File: src/rtl/pulse_train_decoder.sv
// Decodes a single-bit pulse train into (pulses per set - 1) and (sets - 1),
// with one-cycle valid/error strobes. All outputs come straight from flops.
module pulse_train_decoder #(
  parameter int END_GAP = 4
) (
  input  logic       clk,
  input  logic       reset,
  input  logic       enable,
  input  logic       pulse_in,
  output logic [2:0] pulses_out,
  output logic [2:0] sets_out,
  output logic       valid,
  output logic       error,
  output logic       busy
);

  localparam int LW = $clog2(END_GAP + 1);
  localparam logic [LW-1:0] GAP_L = LW'(END_GAP);
  localparam logic [LW-1:0] RUN_ONE = LW'(1);
  localparam logic [LW-1:0] RUN_SET = LW'(3);

  typedef enum logic [1:0] {
    S_SYNC = 2'd0,
    S_IDLE = 2'd1,
    S_HI   = 2'd2,
    S_LO   = 2'd3
  } state_t;

  state_t        state_q, state_d;
  logic [3:0]    hi_cnt_q, hi_cnt_d;
  logic [3:0]    ref_cnt_q, ref_cnt_d;
  logic [3:0]    set_cnt_q, set_cnt_d;
  logic [LW-1:0] low_run_q, low_run_d;
  logic [2:0]    pulses_q, pulses_d;
  logic [2:0]    sets_q, sets_d;
  logic          valid_q, valid_d;
  logic          error_q, error_d;
  logic          busy_q, busy_d;

  logic          first_set_s;
  logic          close_bad_s;
  logic [3:0]    set_inc_s;
  logic [3:0]    hi_inc_s;
  logic [3:0]    ref_new_s;
  logic [LW-1:0] low_inc_s;

  // Set-close bookkeeping shared by the end-of-set and end-of-train paths.
  always_comb begin
    first_set_s = (set_cnt_q == 4'd0);
    set_inc_s   = set_cnt_q + 4'd1;
    hi_inc_s    = hi_cnt_q + 4'd1;
    ref_new_s   = first_set_s ? hi_cnt_q : ref_cnt_q;
    close_bad_s = (!first_set_s && (hi_cnt_q != ref_cnt_q)) || (set_inc_s == 4'd9);
    if (low_run_q == GAP_L) begin
      low_inc_s = GAP_L;
    end else begin
      low_inc_s = low_run_q + RUN_ONE;
    end
  end

  // Next-state and counter updates; strobes default low so they last one cycle.
  always_comb begin
    state_d   = state_q;
    hi_cnt_d  = hi_cnt_q;
    ref_cnt_d = ref_cnt_q;
    set_cnt_d = set_cnt_q;
    low_run_d = low_run_q;
    pulses_d  = pulses_q;
    sets_d    = sets_q;
    valid_d   = 1'b0;
    error_d   = 1'b0;
    if (enable) begin
      low_run_d = pulse_in ? '0 : low_inc_s;
      case (state_q)
        S_SYNC: begin
          if (!pulse_in && (low_inc_s == GAP_L)) begin
            state_d = S_IDLE;
          end else begin
            state_d = S_SYNC;
          end
        end
        S_IDLE: begin
          if (pulse_in) begin
            hi_cnt_d  = 4'd1;
            set_cnt_d = 4'd0;
            state_d   = S_HI;
          end else begin
            state_d = S_IDLE;
          end
        end
        S_HI: begin
          if (pulse_in) begin
            error_d = 1'b1;
            state_d = S_SYNC;
          end else begin
            state_d = S_LO;
          end
        end
        S_LO: begin
          if (!pulse_in) begin
            if (low_inc_s == GAP_L) begin
              if (close_bad_s) begin
                error_d = 1'b1;
                state_d = S_SYNC;
              end else begin
                ref_cnt_d = ref_new_s;
                set_cnt_d = set_inc_s;
                pulses_d  = ref_new_s[2:0] - 3'd1;
                sets_d    = set_cnt_q[2:0];
                valid_d   = 1'b1;
                state_d   = S_IDLE;
              end
            end else begin
              state_d = S_LO;
            end
          end else if (low_run_q == RUN_ONE) begin
            if (hi_inc_s == 4'd9) begin
              error_d = 1'b1;
              state_d = S_SYNC;
            end else begin
              hi_cnt_d = hi_inc_s;
              state_d  = S_HI;
            end
          end else if (low_run_q == RUN_SET) begin
            if (close_bad_s) begin
              error_d = 1'b1;
              state_d = S_SYNC;
            end else begin
              ref_cnt_d = ref_new_s;
              set_cnt_d = set_inc_s;
              hi_cnt_d  = 4'd1;
              state_d   = S_HI;
            end
          end else begin
            error_d = 1'b1;
            state_d = S_SYNC;
          end
        end
        default: begin
          state_d = S_SYNC;
        end
      endcase
    end else begin
      state_d = state_q;
    end
    busy_d = (state_d == S_HI) || (state_d == S_LO);
  end

  // State, counter and output registers with synchronous reset.
  always_ff @(posedge clk) begin
    if (reset) begin
      state_q   <= S_SYNC;
      hi_cnt_q  <= 4'd0;
      ref_cnt_q <= 4'd0;
      set_cnt_q <= 4'd0;
      low_run_q <= '0;
      pulses_q  <= 3'd0;
      sets_q    <= 3'd0;
      valid_q   <= 1'b0;
      error_q   <= 1'b0;
      busy_q    <= 1'b0;
    end else begin
      state_q   <= state_d;
      hi_cnt_q  <= hi_cnt_d;
      ref_cnt_q <= ref_cnt_d;
      set_cnt_q <= set_cnt_d;
      low_run_q <= low_run_d;
      pulses_q  <= pulses_d;
      sets_q    <= sets_d;
      valid_q   <= valid_d;
      error_q   <= error_d;
      busy_q    <= busy_d;
    end
  end

  assign pulses_out = pulses_q;
  assign sets_out   = sets_q;
  assign valid      = valid_q;
  assign error      = error_q;
  assign busy       = busy_q;

endmodule

File: config.mk
export PLATFORM = sky130hd
export DESIGN_NAME = pulse_train_decoder
export DESIGN_NICKNAME = d
export VERILOG_FILES = /design/src/rtl/pulse_train_decoder.sv
export SDC_FILE = /design/constraint.sdc
export NUM_CORES = 1
export LEC_CHECK = 0
export CAP_MARGIN = 20
export CORE_ASPECT_RATIO = 2
export CORE_MARGIN = 3
export CORE_UTILIZATION = 35
export DETAILED_ROUTE_END_ITERATION = 8
export DONT_BUFFER_PORTS = 1
export SKIP_LAST_GASP = 1
export SLEW_MARGIN = 15
export SYNTH_ARGS = -nofsm -noshare
export SYNTH_HDL_FRONTEND = slang
export SYNTH_SLANG_ARGS = --single-unit
File: constraint.sdc
create_clock -name clk -period 2.2 [get_ports clk]
set_input_delay 0.11 -clock clk [delete_from_list [all_inputs] [get_ports clk]]
set_output_delay 0.11 -clock clk [all_outputs]
set_load 0.005 [all_outputs]
==> flow_summary.toml <==
[synth]
async_flop_share = 0
synth_most_common_cell = "dfxtp_1"
netlist_instances = 187
synth_commonest_cells = "26 x dfxtp_1, 17 x a21oi_1, 14 x nand3_1, 13 x nand2_1, 12 x inv_1"
synth_area_sq_mm = 0.00160
syn_area_per_cell_sq_um = 8.54
synth_seq_area_share = 0.326
ys_ff_latch = 26
synth_top_flop_cell = "dfxtp_1"
yosysTopAreaCell = "dfxtp_1"
synth_cell_type_count = 46
synth_nets = 200
synth_area_leaders = "dfxtp_1 33%, ha_1 7.1%, a21oi_1 5.3%"
synth_top_area_share = 0.326
ys_warn_count = 0
synth_edf_count = 0

[drt]
ant_nets = 0
drt_pass1_iterations = 4
wl_per_cell_um = 17.3
wl_um = 4370
viasPerCell = 5.94
via_count = 1497
drc = 0
drt_iter0_drc = 63

[cells_and_area]
fillers = 457
drive_gt1_frac = 0.182
nets = 213
num_antenna_cells = 0
syn_to_final_growth_pct = 14.7

[clock_tree]
htreeDepth = 1
ctsLongestPathBuffers = 2
cts.reportedPaths.clkPinSlew_ps = 90
worstSkewPairLatency_ps = 270
cts_tree = "done"
clkSinkCount = 26
cts_root_buffer = "clkbuf_8"
postCtsSetupRepairBufs = 0
cts_buffers = 3

[floorplanning]
io_pins = 13
die_area_sq_mm = 0.00546
initial_core_util = 0.364
rows = 34
core_sq_mm = 0.00438
die_h_um = 102
die_x_um = 53.8

[setup_path]
crit_required_ps = 2390
crit_arrival_ps = 2270
worstPathCellList = "ha_1, ha_1, nand2b_2, a21oi_2, a21oi_1, or4_4, a311oi_2"
r2r_slack_ps = 120
crit_slowest_cell = "or4_4"
slowest_delay_ps = 440
start_kind = "flop"
rr_endpoint = "error$_SDFF_PP0_"
timing.critical_path.to = "error$_SDFF_PP0_"
cp-end-kind = "flop"
r2r-start = "low_run_q[1]$_SDFFE_PP0P_"
path_common_cell = "ha_1"
startpoint = "low_run_q[1]$_SDFFE_PP0P_"
rr_worst_depth = 7
critPathKind = "flop to flop"
crit_fanout = 4

[power_and_ir_drop]
peakVddDrop_mv = 0.285
power.total_w = 0.000789
p_leak_nw = 0.654
p_per_area_mw_per_mm2 = 431

[global_route]
grt_util_all_layers = 0.174
antenna_found_initial = 0
grt_pass1_wl_um = 6920
grt_overflow = 0
first_global_vias = 1506
grt_max_degree = 21

[run]
maxCapViolCount = 0

[timing]
final.setup.tns_ps = 0
fin_ws_ps = 118
skew_ps = 1.89
worst_pin_slew_ps = 831
report.final.slew_viol_count = 0
whs_ps = 18.4
finalSetupViolations = 0
period_share = 0.946
hold_violations = 0
max_slew_margin = 0.444
min_period_ps = 2080
clock.fmax_mhz = 480

[place]
place_ws_ps = 27.5
place_congestion = 0.833
hpwl_um = 3380
portBuffers = 0

[worst_hold_path]
hp-class = "primary input to flop"

[outcome]
status = "completed"
[cell type report]
| class | instances | area (sq um) | share of cell area |
|---|---|---|---|
| multi-input combinational | 139 | 1010 | 0.553 |
| sequential | 26 | 522 | 0.285 |
| timing repair buffer | 18 | 143 | 0.0779 |
| tap | 54 | 67.6 | 0.0369 |
| inverter | 12 | 45.0 | 0.0246 |
| clock buffer | 3 | 41.3 | 0.0225 |
[worst max-delay path, delay by kind of cell (launching register included)]
family | cells | cell delay [ps]
AND/OR/NAND/NOR | 2 | 660
flip-flops | 1 | 340
AO/OA/AOI/OAI | 3 | 520
adder cells (fa/ha/maj) | 2 | 470
[cells in the final DEF (no fill, tap or decap), drive strengths merged, types with 3 or more instances in the layout]
cell type,count
a21oi,18
nand2b,3
buf,15
ha,9
o211ai,5
nand3,14
nand4,6
dfxtp,26
a31oi,6
o21ai,11
nand2,13
a211oi,3
mux2i,4
nor3,3
xnor2,3
nor2,7
xor2,5
inv,12
dlygate4sd3,3
clkbuf,3
[cell families after synthesis]
logic type	Yosys count	share of synthesized area
AND/OR/NAND/NOR	60	0.208
XOR/XNOR	8	0.0439
adder cells (fa/ha/maj)	9	0.0705
AO/OA/AOI/OAI	58	0.262
buffers and inverters	22	0.0643
flip-flops	26	0.326
multiplexers	4	0.0251
[sequential cells by signal, indices dropped and copies added, names as in the netlist]
| signal | cells |
|---|---|
| hi_cnt_q | 4 |
| ref_cnt_q | 4 |
| set_cnt_q | 4 |
| low_run_q | 3 |
| pulses_out | 3 |
| sets_out | 3 |
| state_q | 2 |
| busy | 1 |
| error | 1 |
| valid | 1 |
[what timing repair did]
item                                   4_1_cts  5_1_grt
hold buffers                                 3        0
setup endpoints to repair                    0       16
gates resized for setup                      0        9
endpoints found under the hold margin       21        0
[per-stage QoR]
step	utilization	cell area, sq um	instances
2_1_floorplan	-	1610	187
3_3_place_gp	0.395	1730	246
3_5_place_dp	0.395	1730	246
4_1_cts	0.411	1800	252
5_1_grt	0.418	1830	252
6_report	0.418	1830	252
[worst min path at each step]
stage | startpoint | to | slack [ps] | depth (start not counted)
floorplan | enable | state_q[0]$_SDFF_PP0_ | 220 | 1
global placement | reset | hi_cnt_q[3]$_SDFFE_PP0P_ | 180 | 1
detailed placement | reset | hi_cnt_q[3]$_SDFFE_PP0P_ | 190 | 1
CTS | enable | state_q[0]$_SDFF_PP0_ | 10 | 2
global route | pulse_in | low_run_q[2]$_SDFFE_PP0P_ | 30 | 2
finish | enable | state_q[0]$_SDFF_PP0_ | 20 | 2
[power breakdown]
part	leakage, nW	internal [W]	switching [W]
logic	0.422	0.0000171	0.0000267
registers	0.210	0.000472	0.000000980
clock network	0.0216	0.000123	0.000149
total	0.654	0.000612	0.000177
[metal layers]
layer  vias up  share of wire  track usage
met4         0          0.052        0.132
met2        52           0.56        0.312
li1        720              -            -
met5         -              0            0
met1       708           0.34        0.167
met3        17          0.043       0.0236
Note: power is estimated with default switching activity, not from simulation.
